`config.mk`:
```
export PLATFORM = sky130hd
export DESIGN_NAME = mmio_uart_tx
export DESIGN_NICKNAME = d
export VERILOG_FILES = /design/src/rtl/mmio_uart_tx.sv
export SDC_FILE = /design/constraint.sdc
export NUM_CORES = 1
export LEC_CHECK = 0
export BUFFER_PORTS_ARGS = -buffer_cell sky130_fd_sc_hd__buf_2
export CAP_MARGIN = 25
export CORE_MARGIN = 1.5
export CORE_UTILIZATION = 35
export DETAILED_ROUTE_END_ITERATION = 10
export PLACE_DENSITY_LB_ADDON = 0.1
export REMOVE_ABC_BUFFERS = 1
export SLEW_MARGIN = 20
export SYNTH_ARGS = -nofsm -noshare
export SYNTH_HDL_FRONTEND = slang
export SYNTH_SLANG_ARGS = --single-unit
```
`constraint.sdc`:
```
create_clock -name clk_in -period 4.8 [get_ports clk_in]
set_input_delay 0.24 -clock clk_in [delete_from_list [all_inputs] [get_ports clk_in]]
set_output_delay 0.24 -clock clk_in [all_outputs]
set_load 0.01 [all_outputs]
```
`src/rtl/mmio_uart_tx.sv`:
```
// mmio_uart_tx: memory-mapped 8N1 UART transmitter with TX FIFO on the core data bus.
// Define MMIO_UART_TX_PARITY_EN to add an even-parity bit (11-bit frames).
module mmio_uart_tx #(
   parameter logic [31:0] BASE_ADDR   = 32'h1000_0000,
   parameter int          FIFO_DEPTH  = 8,
   parameter int          DIV_WIDTH   = 16,
   parameter int          DEFAULT_DIV = 868
) (
   input  logic        clk_in,
   input  logic        reset,
   input  logic [31:0] mem_address,
   input  logic        mem_read,
   input  logic        mem_write,
   input  logic [31:0] mem_data_write,
   input  logic [2:0]  funct3,
   output logic        hit,
   output logic [31:0] read_data,
   output logic        tx
);
   localparam int PW = $clog2(FIFO_DEPTH);
   localparam int CW = PW + 1;
`ifdef MMIO_UART_TX_PARITY_EN
   localparam logic PAR_EN = 1'b1;
   typedef enum logic [2:0] {IDLE, START, DATA, PARITY, STOP} state_t;
`else
   localparam logic PAR_EN = 1'b0;
   typedef enum logic [2:0] {IDLE, START, DATA, STOP} state_t;
`endif
   state_t               state, state_n;
   logic [7:0]           fifo [FIFO_DEPTH];
   logic [PW-1:0]        rd_ptr, wr_ptr;
   logic [CW-1:0]        count;
   logic [DIV_WIDTH-1:0] baud_div, bit_cnt, reload;
   logic [7:0]           data;
   logic [2:0]           bit_idx;
   logic [31:0]          status;
   logic                 overflow, pop, push, bit_end, empty, full;
   logic                 wr_txdata, wr_status, wr_div, unused_bits;

   assign hit       = mem_address[31:4] == BASE_ADDR[31:4];
   assign wr_txdata = hit && mem_write && mem_address[3:2] == 2'd0;
   assign wr_status = hit && mem_write && mem_address[3:2] == 2'd1;
   assign wr_div    = hit && mem_write && mem_address[3:2] == 2'd2 && funct3 == 3'b010;
   assign empty     = count == '0;
   assign full      = count == CW'(FIFO_DEPTH);
   // a pop in the same cycle frees a slot, so a full FIFO still accepts the push
   assign push      = wr_txdata && (!full || pop);
   assign reload    = baud_div == '0 ? '0 : baud_div - 1'b1;
   assign bit_end   = bit_cnt == '0;
   assign status    = {19'd0, 5'(count), 3'd0, PAR_EN, overflow, empty, full, state != IDLE};
   assign read_data = !(hit && mem_read) ? '0 :
                      mem_address[3:2] == 2'd1 ? status :
                      mem_address[3:2] == 2'd2 ? 32'(baud_div) : '0;
   assign tx        = state == START ? 1'b0 :
                      state == DATA  ? data[bit_idx] :
                      (state == STOP || state == IDLE) ? 1'b1 : ^data;
   assign unused_bits = ^{mem_address[1:0], mem_data_write};

   always_comb begin
      state_n = state;
      pop     = 1'b0;
      case (state)
         IDLE:  if (!empty) begin
                   pop     = 1'b1;
                   state_n = START;
                end
         START: if (bit_end) state_n = DATA;
`ifdef MMIO_UART_TX_PARITY_EN
         DATA:   if (bit_end && bit_idx == 3'd7) state_n = PARITY;
         PARITY: if (bit_end) state_n = STOP;
`else
         DATA:  if (bit_end && bit_idx == 3'd7) state_n = STOP;
`endif
         STOP:  if (bit_end) begin
                   pop     = !empty;
                   state_n = empty ? IDLE : START;
                end
         default: state_n = IDLE;
      endcase
   end

   always_ff @(posedge clk_in) begin
      if (push) fifo[wr_ptr] <= mem_data_write[7:0];
   end

   always_ff @(posedge clk_in or posedge reset) begin
      if (reset) begin
         state    <= IDLE;
         rd_ptr   <= '0;
         wr_ptr   <= '0;
         count    <= '0;
         overflow <= 1'b0;
         baud_div <= DIV_WIDTH'(DEFAULT_DIV);
         bit_cnt  <= '0;
         bit_idx  <= '0;
         data     <= '0;
      end else begin
         state    <= state_n;
         // reloading only at bit boundaries makes divisor writes land on the next bit
         bit_cnt  <= (state == IDLE || bit_end) ? reload : bit_cnt - 1'b1;
         if (state == DATA && bit_end) bit_idx <= bit_idx + 1'b1;
         if (pop) begin
            data   <= fifo[rd_ptr];
            rd_ptr <= rd_ptr + 1'b1;
         end
         if (push) wr_ptr <= wr_ptr + 1'b1;
         count    <= count + CW'(push) - CW'(pop);
         overflow <= (wr_txdata && !push) || (overflow && !(wr_status && mem_data_write[3]));
         if (wr_div) baud_div <= mem_data_write[DIV_WIDTH-1:0];
      end
   end
endmodule

```
# After elaboration in Yosys (flattened, before gate mapping)

Memory sizes are Yosys's and may differ from the RTL's. A register that Yosys moved wholly into a read port is not among the register bits.
Index checks and enable logic that the tools add are counted.

Reductions and logical operators: 28
Multiplexer cells: 21
$lt $le $gt $ge: 1
Equal/unequal tests: 13
Add/subtract/negate cells: 7

Operators with widths:

| operator                                           | number |
|---|---|
| 2-to-1 mux 16 bit                                  | 5 |
| logical NOT 16 bit                                 | 2 |
| subtractor 16 x 1 -> 16 bit, second input constant | 2 |
| == test 28 x 25 -> 1 bit, second input constant    | 1 |
| logical AND 1 bit                                  | 12 |
| 2-to-1 mux 3 bit                                   | 4 |
| case mux 3 bit (4 select lines)                    | 1 |
| adder 3 x 1 -> 3 bit, second input constant        | 3 |
| == test 3 x 2 -> 1 bit, second input constant      | 3 |
| 2-to-1 mux 1 bit                                   | 9 |
| parity 8 bit                                       | 1 |
| != test 2 bit, second input constant               | 3 |
| adder 4 x 1 -> 4 bit                               | 1 |
| == test 4 bit, second input constant               | 1 |
| logical NOT 1 bit                                  | 4 |
| logical NOT 4 bit                                  | 1 |
| logical OR 1 bit                                   | 4 |
| < comparator 3 x 4 -> 1 bit, second input constant | 1 |
| AND reduction 4 bit                                | 1 |
| subtractor 4 x 1 -> 4 bit                          | 1 |
| binary-select mux 1 bit (select 3 bit)             | 1 |
| == test 3 x 1 -> 1 bit, second input constant      | 1 |
| == test 3 bit, second input constant               | 1 |
| logical NOT 3 bit                                  | 1 |
| 6 further kinds                                    | 6 |

Register bits after elaboration: 49
Memories kept: 1
Input port bits: 71
Output and inout port bits: 34
Word-level logic and storage cells: 79
Memory bits (writable): 64

Memories:

| memory | depth | bits a word | rd ports | clocked after memory_dff | write ports | line | RTL |
|---|---|---|---|---|---|---|---|
| fifo   | 8     | 8           | 1        | 1                        | 1           | 30   | `logic [7:0] fifo [FIFO_DEPTH];` |

# Logic depth before layout (Yosys ltp)

Gate-level depths: netlist (run 1).

Depth after elaboration: 9
Depth in mapped cells: 14
Depth with buffers taken out: 12

# Worst setup path after synthesis (run 1)

Ideal clock, no wire load.

Kind: flip-flop to flip-flop
Start: register bit_cnt[0]
End: memory fifo[1][0] (enable)
Clock period less this slack: 3.085 ns
Arrival time: 2.690 ns
Library setup time: 0.395 ns
Buffers on the path: 2
Path slack: 1.715 ns
Data required time: 4.405 ns
Cell stages (with the launch flop): 10
Cells stage by stage: dfrtp_1 inv_1 ha_1 nor4b_1 and4_1 clkbuf_2 a31oi_1 a2111o_1 buf_2 nor4_1

Cells in the longest elaborated chain, start to end: 7

Ends and longest elaborated chain:

| element                                | line | RTL |
|---|---|---|
| from (decl)                            | 33   | `logic [DIV_WIDTH-1:0] baud_div, bit_cnt, reload;` |
| from (signal assigned)                 | 100  | `bit_cnt <= (state == IDLE \|\| bit_end) ? reload : bit_cnt - 1'b1;` |
| logical NOT 16 bit                     | 49   | `assign bit_end = bit_cnt == '0;` |
| 2-to-1 mux 1 bit                       | 74   | `STOP: if (bit_end) begin` |
| case mux 1 bit (2 select lines)        | 62   | `case (state)` |
| logical OR 1 bit                       | 47   | `assign push = wr_txdata && (!full \|\| pop);` |
| logical AND 1 bit                      | 47   |  |
| 2-to-1 mux 1 bit                       | 83   | `if (push) fifo[wr_ptr] <= mem_data_write[7:0];` |
| 2-to-1 mux 1 bit (not written as such) | 83   |  |
| to (decl)                              | 30   |  |

Every way passes these cells.

# Worst setup path after layout (run 1)

Start: register bit_cnt[0]
End: register count[2]

Cells in the longest elaborated chain, start to end: 7

Ends and longest elaborated chain:

| element                             | line | RTL |
|---|---|---|
| logical NOT 16 bit (*)              | 49   |  |
| 2-to-1 mux 1 bit (*)                | 74   |  |
| case mux 1 bit (2 select lines) (*) | 62   |  |
| logical OR 1 bit                    | 47   |  |
| logical AND 1 bit                   | 47   |  |
| adder 4 x 1 -> 4 bit                | 107  | `count <= count + CW'(push) - CW'(pop);` |
| subtractor 4 x 1 -> 4 bit (*)       | 107  |  |
| to (signal assigned)                | 107  |  |
| to (decl)                           | 32   | `logic [CW-1:0] count;` |

Every way passes the cells marked *; elsewhere a longest branch is shown, timed or not.
A chain may end at the register's enable or synchronous reset.

==> out/metrics.yaml, run 1 <==
timing:
  tns_ps: 0
  worst_slack_ps: 1440
  rsz0062_at_grt: "false"
  timing.final.crit_share_pct: 69.9
  fin_crit_ps: 3360
  slew_viol_final: 0
  finalHoldViolations: 0
  tightest_slew_ps: 936
  setup-violations-final: 0
  fmax_mhz: 298
  fin_skew_ps: 7.35
  hold-worst-slack_ps: 30.4
  slew_headroom_pct: 37.2
logic_synthesis:
  synthTopCellsByCount: "64 x edfxtp_1, 51 x dfrtp_1, 37 x mux2_2"
  synth_largest_area_cell: "edfxtp_1"
  synth-main-ff-cell: "edfxtp_1"
  yosysWarnings: 0
  synth_seq_cells: 120
  synth_top_area_share_pct: 32.5
  avgSynthCellArea_um2: 13.6
  synth_edf_count: 64
  synth.area.top_cells: "edfxtp_1 33%, dfrtp_1 22%, mux2_2 7.1%, mux4_2 6.9%, xnor2_1 3.9%"
  syn_area_um2: 5900
  synthCells: 433
  async_reset_ff_share_pct: 46.7
  ys_seq_area_share_pct: 56.4
  yosysMostFrequentCell: "edfxtp_1"
  synthDistinctLibCells: 53
power_and_ir_drop:
  powerDensity_nw_per_um2: 355
  ir_worst_vdd_v: 0.000229
  p_leak_uw: 0.00297
  power_uw: 2490
clock_network:
  cts_tree: "built"
  cts_root_buf: "clkbuf_16"
  clkLatencyLatePin_ps: 410
  htree_levels: 4
  cts_buffers: 17
  clock_sinks: 120
  path_clk_slew_ps: 60
  clk_path_buf_depth: 2
  post-cts-setup-buffers: 0
  post_cts_resized: 0
  cts_hold_buf: 0
worst_setup_path:
  cp_max_fo: 12
  crit_type: "reg -> reg"
  cp-start-kind: "flop"
  required_ps: 5090
  cp_top_family: "adder cells"
  worst_path_max_delay_cell: "a2111o_1"
  worstPathArrival_ps: 3650
  worstPathCellList: "inv_1 > ha_1 > nor4b_1 > and4_1 > a31oi_1 > a2111o_1 > ha_1 > inv_1 > ha_1 > inv_1 > fa_1 > xnor2_1"
  crit_buf_inv: 3
  cpPeakStageDelay_ps: 620
  cp-end-kind: "flop"
grt:
  grt_max_degree: 57
  grt_first_pass_wirelength_mm: 21.4
  gr-total-overflow: 0
  grt_usage_pct: 16.2
  grt_pass1_vias: 3967
  antenna_found_initial: 0
drt:
  drc_errors: 0
  wire_per_inst_um: 17.5
  ant_nets: 0
  drt-total-wl_mm: 13.2
  viasPerCell: 5.01
  num_vias: 3762
  drtIter0Drc: 207
  dr.pass1.iters: 4
place:
  port_buffers: 70
  pre_cts_ws_ps: 1410
  placed_cells: 718
  hpwlAfterDp_mm: 9.38
  gp_congestion: 0.819
job:
  maxCapViolCount: 0
cells_and_area:
  syn_to_final_growth_pct: 18.9
  drive_gt1_share_pct: 34.7
  antennaDiodeCount: 0
  instances_no_fill: 751
  nNetsFinal: 606
hold_path:
  hp-class: "in -> async"
die:
  core_area_um2: 16500
  io_pins: 105
  die_h_um: 133
  start_util_pct: 35.7
  die_area_um2: 17700
  rows: 47
  die_w_um: 133
outcome:
  status: "complete, no violations"
worst register-to-register path: cells and delay by family (launching register included):
kind | cells | cell delay, ps
compound gates | 2 | 750
xor+xnor | 1 | 130
fa+ha+maj | 4 | 1120
buf+inv | 3 | 180
flops | 1 | 400
simple gates | 2 | 650
worst paths after layout:
path	from	to	slack (ps)	cells past startpoint
max in group asynchronous	reset	bit_cnt[0]$_DFF_PP0_	4280	3
min reg2reg	overflow$_DFF_PP0_	overflow$_DFF_PP0_	530	1
max	bit_cnt[0]$_DFF_PP0_	count[2]$_DFF_PP0_	1440	12
min	reset	count[2]$_DFF_PP0_	30	3
min in group clk_in	mem_data_write[11]	baud_div[11]$_DFFE_PP0P_	60	2
max reg2reg	bit_cnt[0]$_DFF_PP0_	count[2]$_DFF_PP0_	1440	12
area by class of cell:
class | count | area, um^2
well taps | 220 | 275
flip-flops and latches | 120 | 3330
fillers | 1517 | 9500
multi-input cells | 273 | 2360
repair buffers | 84 | 455
clock inverters | 14 | 86.3
inverters | 22 | 82.6
clock buffers | 18 | 429
registers in the layout, indices dropped and copies added (netlist names):
signal / flops
bit_cnt: 16
baud_div: 16
count: 4
data: 8
bit_idx: 3
state: 2
overflow: 1
fifo: 64
wr_ptr: 3
rd_ptr: 3
cell families (layout without fill, tap and decap cells):
kind of cell	Yosys count	in the layout	share of synthesized area (%)
AOI/OAI and AO/OA	44	44	5.43
muxes	55	55	13.9
buffers and inverters	55	138	4.96
xor gates and xnor gates	40	40	5.93
adders and majority gates	17	17	3.73
and+or+nand+nor	101	101	9.58
DFF	120	120	56.4
other	1	16	0.0635
report_power, final:
part | internal [uW] | switching (uW) | leakage (uW)
Combinational | 134 | 97.2 | 0.00144
Sequential | 1120 | 34.5 | 0.00128
Clock | 649 | 451 | 0.000252
Total | 1910 | 583 | 0.00297
per-layer routing:
metal / part of all wire [%] / track usage (%)
met1: 45 / 20.8
met2: 49 / 26.4
met3: 3.9 / 3.56
met4: 1.8 / 7.02
met5: 0 / 0
through the flow:
stage	area [um^2]	utilization (%)
final	7020	42.5
after global routing	7020	42.5
after CTS	7010	42.4
after detailed placement	6500	39.3
after global placement	6500	39.3
after floorplan	5750	-
cells in the final DEF (no fill, tap or decap), types with 10 or more instances in the layout:
| master | synthesis | final |
|---|---|---|
| mux4_2 | 18 | 18 |
| xnor2_1 | 26 | 26 |
| nor2_1 | 21 | 21 |
| dfrtp_1 | 51 | 51 |
| clkbuf_16 | 0 | 17 |
| inv_1 | 22 | 21 |
| buf_2 | 5 | 70 |
| nor4_1 | 20 | 17 |
| o22ai_1 | 16 | 16 |
| edfxtp_1 | 64 | 64 |
| nand2_1 | 12 | 12 |
| ha_1 | 16 | 16 |
| xor2_1 | 14 | 14 |
| conb_1 | 1 | 16 |
| buf_4 | 17 | 14 |
| mux2_2 | 37 | 37 |
| nor3_1 | 11 | 10 |
No activity file was read; power rests on OpenSTA's default activity.
==> inputs of run 2 (changes only) <==
Clock period 4.8 ns to 3 ns, I/O delays scaled along.
==> run 2 against run 1 <==
  * Register-to-register slack got worse by 1300 ps
  * Critical path depth fell by 2
  * Worst hold slack worse by 3.6 ps
  * Clock-buffer cell count up 1
  * Design area grew 2.7%
  * Sequential power up 59%
  * Combinational power is 65% higher
  * First-iteration DRC count fell by 17%
  * Critical path type unchanged
  * Clock power increased by 76%
==> out/metrics.yaml, run 2 (synthesis gave the netlist of run 1 again) <==
outcome:
  status: "complete, no violations"
timing:
  fin_skew_ps: 8.63
  fmax_mhz: 354
  fin_crit_ps: 2830
  setup-violations-final: 0
  tightest_slew_ps: 607
  worst_slack_ps: 174
  timing.final.crit_share_pct: 94.2
  hold-worst-slack_ps: 26.8
  rsz0062_at_grt: "false"
  tns_ps: 0
  finalHoldViolations: 0
  slew_viol_final: 0
  slew_headroom_pct: 59.5
hold_path:
  min_path_cells: 1
  hold_start: "mem_data_write[4]"
  worstHoldEndpoint: "fifo[4][4]$_DFFE_PP_"
  hp-class: "in -> reg"
drt:
  viasPerCell: 4.98
  drtIter0Drc: 172
  num_vias: 3819
  dr.pass1.iters: 4
  drc_errors: 0
  drt-total-wl_mm: 13.5
  ant_nets: 0
  wire_per_inst_um: 17.6
worst_setup_path:
  worstPathCellList: "nor4_1 > and4_1 > a31oi_1 > a2111o_1 > ha_1 > inv_1 > ha_1 > inv_1 > fa_1 > xnor2_1"
  worstReg2RegEnd: "count[2]$_DFF_PP0_"
  cp-start-kind: "flop"
  cp-end-kind: "flop"
  rrSetupSlack_ps: 170
  cpPeakStageDelay_ps: 430
  worst_path_max_delay_cell: "dfrtp_1"
  required_ps: 3300
  reg2reg_depth: 10
  crit_start: "bit_cnt[6]$_DFF_PP0_"
  crit_type: "reg -> reg"
  cp_max_fo: 5
  rr_startpoint: "bit_cnt[6]$_DFF_PP0_"
  worstPathArrival_ps: 3130
die:
  io_pins: 105
  die_w_um: 133
  rows: 47
  core_area_um2: 16500
  start_util_pct: 35.7
  die_h_um: 133
  die_area_um2: 17700
grt:
  grt_max_degree: 26
  grt_pass1_vias: 3989
  antenna_found_initial: 0
  gr-total-overflow: 0
  grt_usage_pct: 16.4
  grt_first_pass_wirelength_mm: 21.7
cells_and_area:
  antennaDiodeCount: 0
  mostFrequentLayoutCells: "70 x buf_2, 64 x edfxtp_1, 51 x dfrtp_1"
  instances_no_fill: 767
  final_common_cell: "buf_2"
  drive_gt1_share_pct: 34.9
  largest_reg_flops: 64
  top_register: "fifo"
  top_regs: "fifo (64), baud_div (16), bit_cnt (16)"
  nNetsFinal: 622
  syn_to_final_growth_pct: 22.1
job:
  maxCapViolCount: 0
place:
  port_buffers: 70
  placed_cells: 726
  hpwlAfterDp_mm: 9.49
  pre_cts_ws_ps: 188
  gp_congestion: 0.760
clock_network:
  clock_sinks: 120
  post-cts-setup-buffers: 0
  cts_tree: "built"
  cts_root_buf: "clkbuf_16"
  clk_path_buf_depth: 2
  path_clk_slew_ps: 60
  clkLatencyLatePin_ps: 410
  cts_buffers: 17
  htree_levels: 4
power_and_ir_drop:
  ir_worst_vdd_v: 0.000401
  powerDensity_nw_per_um2: 579
  p_leak_uw: 0.00306
  power_uw: 4180
## run 2: final cells by class
cell class / instances / area, um^2
multi-input combinational: 273 / 2360
clock buffer: 19 / 433
timing repair buffer: 100 / 598
clock inverter: 13 / 130
sequential: 120 / 3330
inverter: 22 / 82.6
fill: 1497 / 9310
tap: 220 / 275
## run 2: worst max path at each step
stage | end | slack (ps) | cells after the start
after floorplan | count[2]$_DFF_PP0_ | -310 | 12
after global placement | count[2]$_DFF_PP0_ | 250 | 10
after detailed placement | count[2]$_DFF_PP0_ | 190 | 10
after CTS | count[2]$_DFF_PP0_ | 170 | 10
after global routing | count[2]$_DFF_PP0_ | 40 | 12
final | count[2]$_DFF_PP0_ | 170 | 10
## run 2: through the flow
stage          utilization [%]  area [um^2]
2_1_floorplan                -         5750
3_3_place_gp              39.7         6550
3_5_place_dp              39.7         6550
4_1_cts                   43.6         7210
5_1_grt                   43.6         7210
6_report                  43.6         7210
## run 2: power breakdown
| group | internal, uW | switching, uW | leakage, uW |
|---|---|---|---|
| Combinational | 224 | 159 | 0.00151 |
| Clock | 1210 | 725 | 0.000276 |
| Sequential | 1800 | 56.3 | 0.00128 |
| Total | 3230 | 940 | 0.00306 |
## run 2: critical path: cells and delay by family (launching register included)
family,cells,cell delay (ps)
AO/OA/AOI/OAI,2,510
XOR/XNOR,1,130
adder cells (fa/ha/maj),3,810
buffers and inverters,2,100
flip-flops,1,430
AND/OR/NAND/NOR,2,730
## run 2: routing by layer
metal | vias up | wire [um] | GRT usage, %
li1 | 1801 | - | -
met2 | 102 | 6540 | 26.2
met3 | 11 | 564 | 4.21
met5 | - | 0 | 0
met4 | 0 | 155 | 5.37
met1 | 1905 | 6210 | 22.0
## run 2: what timing repair did
item                                    4_1_cts  5_1_grt
gates resized for setup                       0        1
hold buffers                                  9        0
endpoints found under the setup margin        0        1
hold endpoints to repair                     20        0
